`src/rtl/hazard_scoreboard_ctrl_if.sv`:
```
// Decode-stage issue bundle between the D stage (master) and the hazard scoreboard (slave).
// Latency: stall/issue outputs are combinational in the D-stage cycle; stall_cycles is registered.
// Backpressure: stallF/stallD hold the D instruction; flushD squashes it without stalling.
// Ports: D-instruction fields (issue_valid, RsD/RtD/RdD, useRs/useRt, writesReg, lat, is_md, flushD)
//        flow master->slave; pipeline controls and the stall counter flow slave->master.
interface hazard_scoreboard_ctrl_if #(
    parameter int LAT_W  = 3,
    parameter int PERF_W = 32
);
    logic              issue_valid;
    logic [4:0]        RsD;
    logic [4:0]        RtD;
    logic              useRs;
    logic              useRt;
    logic              writesReg;
    logic [4:0]        RdD;
    logic [LAT_W-1:0]  lat;
    logic              is_md;
    logic              flushD;

    logic              stallF;
    logic              stallD;
    logic              flushE;
    logic              issued;
    logic              md_busy;
    logic [PERF_W-1:0] stall_cycles;

    modport master (
        output issue_valid, RsD, RtD, useRs, useRt, writesReg, RdD, lat, is_md, flushD,
        input  stallF, stallD, flushE, issued, md_busy, stall_cycles
    );

    modport slave (
        input  issue_valid, RsD, RtD, useRs, useRt, writesReg, RdD, lat, is_md, flushD,
        output stallF, stallD, flushE, issued, md_busy, stall_cycles
    );
endinterface

```
`src/rtl/hazard_scoreboard_ctrl.sv`:
```
// Decode-stage issue controller: per-GPR countdown scoreboard plus MDU occupancy counter.
// Latency: issue/stall decision is combinational in the same cycle; state updates on the next edge.
// Backpressure: any RAW/WAW/MDU hazard stalls F and D and bubbles EX; flushD overrides a stall.
// Ports: clk, rst_n (synchronous, active low), bus (slave modport of hazard_scoreboard_ctrl_if).
module hazard_scoreboard_ctrl #(
    parameter int LAT_W  = 3,
    parameter int MD_LAT = 8,
    parameter int PERF_W = 32
) (
    input  logic                      clk,
    input  logic                      rst_n,
    hazard_scoreboard_ctrl_if.slave   bus
);

    localparam logic [7:0] MD_LAT_V = 8'(MD_LAT);

    // cnt[r] = cycles until GPR r is readable by a consumer in D; $0 has no entry.
    logic [LAT_W-1:0]  cnt [1:31];
    logic [7:0]        md_cnt;
    logic [PERF_W-1:0] stall_cnt;

    logic [31:0] pend;
    logic        md_busy_int;
    logic        raw;
    logic        waw;
    logic        struct_haz;
    logic        hazard;
    logic        stall;
    logic        issue;
    logic        set_dst;

    // Pending bitmap; bit 0 stays clear so reads/writes of $0 never hazard.
    always_comb begin
        pend = '0;
        for (int r = 1; r < 32; r++) begin
            pend[r] = (cnt[r] != '0);
        end
    end

    assign md_busy_int = (md_cnt != 8'd0);

    // An instruction with RsD == RtD == pending register is still a single hazard.
    assign raw        = (bus.useRs && pend[bus.RsD]) || (bus.useRt && pend[bus.RtD]);
    assign waw        = bus.writesReg && pend[bus.RdD];
    assign struct_haz = bus.is_md && md_busy_int;
    assign hazard     = bus.issue_valid && (raw || waw || struct_haz);

    // flushD wins: a squashed instruction neither stalls nor touches the scoreboard.
    assign stall = rst_n && hazard && !bus.flushD;
    assign issue = rst_n && bus.issue_valid && !hazard && !bus.flushD;

    // lat == 0 means fully bypassed, so nothing needs tracking.
    assign set_dst = issue && bus.writesReg && (bus.RdD != 5'd0) && (bus.lat != '0);

    assign bus.stallF       = stall;
    assign bus.stallD       = stall;
    assign bus.flushE       = stall;
    assign bus.issued       = issue;
    assign bus.md_busy      = rst_n && md_busy_int;
    assign bus.stall_cycles = stall_cnt;

    always_ff @(posedge clk) begin
        if (!rst_n) begin
            for (int r = 1; r < 32; r++) begin
                cnt[r] <= '0;
            end
            md_cnt    <= 8'd0;
            stall_cnt <= '0;
        end else begin
            // Countdown first; a new producer's load overrides its own decrement.
            for (int r = 1; r < 32; r++) begin
                if (set_dst && (bus.RdD == 5'(r))) begin
                    cnt[r] <= bus.lat;
                end else if (cnt[r] != '0) begin
                    cnt[r] <= cnt[r] - 1'b1;
                end
            end

            if (issue && bus.is_md) begin
                md_cnt <= MD_LAT_V;
            end else if (md_cnt != 8'd0) begin
                md_cnt <= md_cnt - 8'd1;
            end

            // Saturating performance counter: holds at all-ones.
            if (stall && (stall_cnt != '1)) begin
                stall_cnt <= stall_cnt + 1'b1;
            end
        end
    end

endmodule

```
`src/flat_wrapper.sv`:
```
// flat-port wrapper written by rule: the top's interface ports become plain ports
module hazard_scoreboard_ctrl_flat 
#(
    parameter int LAT_W  = 3,
    parameter int MD_LAT = 8,
    parameter int PERF_W = 32
)
  (clk, rst_n, bus_issue_valid, bus_RsD, bus_RtD, bus_useRs, bus_useRt, bus_writesReg, bus_RdD, bus_lat, bus_is_md, bus_flushD, bus_stallF, bus_stallD, bus_flushE, bus_issued, bus_md_busy, bus_stall_cycles);
  hazard_scoreboard_ctrl_if #(.LAT_W(LAT_W), .PERF_W(PERF_W)) bus_i ();
  input  logic clk;
  input  logic rst_n;
  input wire logic [$bits(bus_i.issue_valid)-1:0] bus_issue_valid;
  input wire logic [$bits(bus_i.RsD)-1:0] bus_RsD;
  input wire logic [$bits(bus_i.RtD)-1:0] bus_RtD;
  input wire logic [$bits(bus_i.useRs)-1:0] bus_useRs;
  input wire logic [$bits(bus_i.useRt)-1:0] bus_useRt;
  input wire logic [$bits(bus_i.writesReg)-1:0] bus_writesReg;
  input wire logic [$bits(bus_i.RdD)-1:0] bus_RdD;
  input wire logic [$bits(bus_i.lat)-1:0] bus_lat;
  input wire logic [$bits(bus_i.is_md)-1:0] bus_is_md;
  input wire logic [$bits(bus_i.flushD)-1:0] bus_flushD;
  output wire logic [$bits(bus_i.stallF)-1:0] bus_stallF;
  output wire logic [$bits(bus_i.stallD)-1:0] bus_stallD;
  output wire logic [$bits(bus_i.flushE)-1:0] bus_flushE;
  output wire logic [$bits(bus_i.issued)-1:0] bus_issued;
  output wire logic [$bits(bus_i.md_busy)-1:0] bus_md_busy;
  output wire logic [$bits(bus_i.stall_cycles)-1:0] bus_stall_cycles;
  assign bus_i.issue_valid = bus_issue_valid;
  assign bus_i.RsD = bus_RsD;
  assign bus_i.RtD = bus_RtD;
  assign bus_i.useRs = bus_useRs;
  assign bus_i.useRt = bus_useRt;
  assign bus_i.writesReg = bus_writesReg;
  assign bus_i.RdD = bus_RdD;
  assign bus_i.lat = bus_lat;
  assign bus_i.is_md = bus_is_md;
  assign bus_i.flushD = bus_flushD;
  assign bus_stallF = bus_i.stallF;
  assign bus_stallD = bus_i.stallD;
  assign bus_flushE = bus_i.flushE;
  assign bus_issued = bus_i.issued;
  assign bus_md_busy = bus_i.md_busy;
  assign bus_stall_cycles = bus_i.stall_cycles;
  hazard_scoreboard_ctrl #(.LAT_W(LAT_W), .MD_LAT(MD_LAT), .PERF_W(PERF_W)) u_core (.clk(clk), .rst_n(rst_n), .bus(bus_i));
endmodule
```
`config.mk`:
```
export PLATFORM = sky130hd
export DESIGN_NAME = hazard_scoreboard_ctrl_flat
export DESIGN_NICKNAME = d
export VERILOG_FILES = /design/src/rtl/hazard_scoreboard_ctrl_if.sv /design/src/rtl/hazard_scoreboard_ctrl.sv /design/src/flat_wrapper.sv
export SDC_FILE = /design/constraint.sdc
export NUM_CORES = 1
export LEC_CHECK = 0
export CORE_ASPECT_RATIO = 0.5
export CORE_UTILIZATION = 40
export CTS_BUF_LIST = sky130_fd_sc_hd__clkbuf_16
export DETAILED_ROUTE_END_ITERATION = 12
export MAX_ROUTING_LAYER = met4
export PLACE_DENSITY = 0.65
export SYNTH_ARGS = -nofsm -noshare
export SYNTH_HDL_FRONTEND = slang
export SYNTH_SLANG_ARGS = --single-unit
```
`constraint.sdc`:
```
create_clock -name clk -period 3.45 [get_ports clk]
set_input_delay 0.345 -clock clk [delete_from_list [all_inputs] [get_ports clk]]
set_output_delay 0.345 -clock clk [all_outputs]
set_load 0.01 [all_outputs]
```
# Word-level counts from Yosys, hierarchy flattened
# Memories as Yosys holds them, arrays and structs flattened.
# Index checks and enable logic that the tools add are counted.
dict set report totals {
  ramBits 93
  output_inout_bits 37
  ff_bits 40
  elab_cells 511
  n_memories 1
  in_bits 26
}
dict set report classes {
  eq_ne 32
  magnitude_cmp 3
  n_reduce_logical 88
  n_bitwise 63
  addsub 33
  mux 288
}
# memory words width read_ports rd_ports_with_merged_regs write_ports line_no
set mem_list {}
lappend mem_list {u_core.cnt 31 3 31 0 31 hazard_scoreboard_ctrl.sv:18} ;# logic [LAT_W-1:0] cnt [1:31];
# op count
set op_table {}
lappend op_table {{1-bit two-way mux} 221}
lappend op_table {{3-bit two-way mux} 62}
lappend op_table {{3-bit nonzero test} 32}
lappend op_table {{3-bit by 1-bit subtractor with 3-bit output, second input constant} 31}
lappend op_table {{5-bit equality test, second input constant} 16}
lappend op_table {{1-bit OR} 62}
lappend op_table {{1-bit logical AND} 47}
lappend op_table {{5-bit by 4-bit equality test with 1-bit output, second input constant} 8}
lappend op_table {{32-bit by 1-bit adder with 32-bit output, second input constant} 1}
lappend op_table {{32-bit != test, second input constant} 1}
lappend op_table {{5-bit by 3-bit equality test with 1-bit output, second input constant} 4}
lappend op_table {{5-bit by 6-bit less-than comparator with 1-bit output, second input constant} 3}
lappend op_table {{1-bit binary-select mux with 5-bit select} 3}
lappend op_table {{5-bit by 2-bit equality test with 1-bit output, second input constant} 2}
lappend op_table {{4-bit two-way mux} 2}
lappend op_table {{8-bit nonzero test} 1}
lappend op_table {{8-bit by 1-bit subtractor with 8-bit output, second input constant} 1}
lappend op_table {{5-bit by 1-bit equality test with 1-bit output, second input constant} 1}
lappend op_table {{5-bit nonzero test} 1}
lappend op_table {{1-bit logical OR} 3}
lappend op_table {{1-bit logical NOT} 2}
lappend op_table {{2-bit nonzero test} 1}
lappend op_table {{2-bit OR reduction} 1}
lappend op_table {{1-bit inverter} 1}

# Logic depth before layout (Yosys ltp)
# An unclocked memory read counts as a cell.
dict set report depth {
  word_depth 21
  ltp_mapped 12
  mapped_depth_nobuf 11
}

# Worst setup path before layout
# OpenSTA, ideal clock, no wires.
dict set report synth_timing {
  kind {register to register}
  from {reg u_core.cnt[0][27] (netlist name)}
  to {reg u_core.cnt[0][30] (netlist name)}
  setup_time_ns 0.377
  n_path_buf 1
  required_time_ns 3.073
  setup_slack_ns 0.280
  period_less_slack_ns 3.170
  t_arrival_ns 2.793
  stages_incl_launch_ff 13
  path_cell_list {edfxtp_1 -> inv_1 -> ha_1 -> ha_1 -> mux4_1 -> nor4_1 -> a2111oi_2 -> and4b_4 -> nand3_1 -> inv_1 -> nand3b_2 -> buf_2 -> o311ai_0}
}

==> qor.txt <==
synthesized area - 0.00863 mm²
Power Dens Cells - 732 mW/mm²
worst path required time - 3110 ps
sequential share of the synthesized area - 0.416
cells after synthesis - 835
Logic pwr share - 0.435
total global-route track usage - 0.216
largest net degree at the start of global routing - 47
Worst Setup Start Kind - register
Max Clk Rate - 0.299 GHz
RSZ-0062 raised after global routing - no
CP max stage delay - 500 ps
commonest cells after routing, fill and taps aside - inv_1, edfxtp_1, buf_4, clkdlybuf4s50_1, nand2_1
cells along the critical path - inv_1, ha_1, ha_2, mux4_2, a2111oi_2, and4b_4, buf_4, and2_4, nor2_2, clkbuf_2
antenna violations before repair - 1
status - completed
cell family with most CP delay - simple AND/OR/NAND/NOR gates
element type at the critical path end - output port
DRT antenna net count - 0
Post-synth EDFFs - 93
initial core utilization - 0.414
maximum vdd drop - 0.390 mV
Die Y - 106 µm
grt total ovfl - 0
routed wire length - 22300 µm
Ports - 63
GPL Wtd Cong - 0.886
placed cells - 1183
highest-delay cell along the critical path - mux4_2
Clk Latency, worst-skew pair - 430 ps
Place WS - -60.7 ps
Layout area overhead - 22.5%
P_sw - 2630 µW
WHS - 483 ps
Layout Utilization - 0.507
arrival time at the worst endpoint - 3000 ps
final setup skew - 10.6 ps
Inserted Clock Buffers - 17
Max Slew Vio Count - 0
worst path bufs/invs - 3
setup tns final - 0 ps
crit path time final - 3350 ps
Pre-antenna DRT Iters - 5
CTS HTree Levels - 4
leakage power figure - 0.00388 µW
post-synth cell types - 63
Synth Net Count - 925
core footprint - 0.0208 mm²
sw frac - 0.339
# rows - 37
PnR worst setup slack - 104 ps
headroom to the max-slew limit - 0.560
setup violators final - 0
Clock power frac - 0.224
CTS Hold Bufs - 0
CTS tree - built
Root Buffer - clkbuf_16
CTS clk-pin slew, worst paths - 60 ps
Hold Vio Cnt, Final - 0
Synth Warn # - 0
layout cell share with drive strength beyond 1 - 0.177
Filler cells - 1850
die width - 210 µm
CTS Sinks - 133
Tightest Hold Check Type - reg2reg
initial DRC count - 483
Clock Path Buffers - 2
internal power - 5110 µW
via count - 7185
max_cap viols - 0
drt via density - 5.90
Final HPWL DP - 15900 µm
worst-margin pin slew - 655 ps
fin cells - 1217
# DRC - 0
Synth area leader - edfxtp_1
CP Max Fanout - 5
post-synth top area share - 0.324
commonest non-fill, non-tap cell in the layout - inv_1
die area - 0.0222 mm²
first-pass GRT wire length - 36300 µm
ys async rst share - 0
Area contributors post-synth - edfxtp_1, dfxtp_1, ha_1, o32ai_1, inv_1
PortBufs - 62
top_reg_cell synth - edfxtp_1
Flop pwr share - 0.341
Setup Crit Path Kind - reg2out
synthesis-stage register bit count - 133
Mean Syn Cell Area - 10.3 µm²
vias in the first global route - 7044
layout net count - 1020
DR WL/cell - 18.3 µm
Tcrit/Tclk final - 0.970
## cell type report
cell class / count / area, µm² / area share
antenna: 1 / 2.50 / 0.000237
clock buffer: 17 / 425 / 0.0403
clock inverter: 15 / 124 / 0.0117
inverter: 105 / 394 / 0.0373
multi-input combinational: 536 / 4450 / 0.421
sequential: 133 / 3590 / 0.340
tap: 273 / 342 / 0.0323
timing repair buffer: 137 / 1240 / 0.117
## Yosys cell counts (all sizes together) (5+ instances only)
master,instances
nand4,13
dfxtp,40
nand3,19
nor2,31
o311ai,31
inv,105
o211ai,5
or4,11
edfxtp,93
mux2,5
nor4,10
clkbuf,35
nor3,9
nor3b,5
and3,10
buf,26
a21oi,16
mux4,19
mux2i,14
o32ai,48
nand2,56
o31ai,43
nand2b,36
ha,64
or3,23
o22ai,16
## routing by layer
layer / GRT usage / share of wire / up-vias
li1: - / - / 3418
met1: 0.280 / 0.46 / 3493
met2: 0.325 / 0.45 / 237
met3: 0.0545 / 0.067 / 37
met4: 0.0819 / 0.019 / 0
met5: - / 0 / -
## registers in the layout, summed over array words and instances, names as in the netlist
register,flops
u_core.bus.stall_cycles,32
u_core.cnt,93
u_core.md_cnt,8
## repair_timing
| item | in CTS | in global routing |
|---|---|---|
| setup buffers | 1 | 0 |
| resized for setup | 22 | 17 |
| setup endpoints to repair | 7 | 30 |
| pin swaps | 2 | 3 |
## power by group through the flow
stage               sequential, µW  combinational (µW)  clock, µW
finish                        2640                3370       1730
floorplan                     2620                2270          0
global route                  2700                3780       1830
global placement              2650                3100          0
detailed placement            2670                3220          0
CTS                           2640                3320       1760
## metrics by stage
step / area [µm²] / total power [µW]
after floorplan: 8630 / 4880
after global placement: 9930 / 5740
after detailed placement: 9930 / 5900
after CTS: 10500 / 7720
after global routing: 10600 / 8300
final: 10600 / 7740
## tightest hold or removal path: cells and delay by family, from the launching register on
| kind | cells | cell delay (ps) |
|---|---|---|
| AND/OR/NAND/NOR | 1 | 60 |
| multiplexers | 1 | 50 |
| flip-flops | 1 | 320 |
## cell families (layout without fill, tap and decap cells)
logic type | Yosys count | after routing | synth area share
AO/OA/AOI/OAI | 186 | 186 | 0.172
XOR/XNOR | 6 | 6 | 0.00609
adder cells (fa/ha/maj) | 64 | 64 | 0.0928
buffers and inverters | 166 | 274 | 0.0790
flip-flops | 133 | 133 | 0.416
multiplexers | 38 | 38 | 0.0741
other | 0 | 1 | 0
AND/OR/NAND/NOR | 242 | 242 | 0.159
## worst paths after layout
check	startpoint	to	slack, ps	depth (start not counted)
worst max register to register	u_core.cnt[0][21]	u_core.bus.stall_cycles[31]	160	11
worst max-delay path	u_core.cnt[0][21]	bus_stallF	100	10
worst min-delay path	u_core.bus.stall_cycles[18]	u_core.bus.stall_cycles[18]	480	2
worst min register to register	u_core.bus.stall_cycles[18]	u_core.bus.stall_cycles[18]	480	2
(Power assumes the default switching activity.)
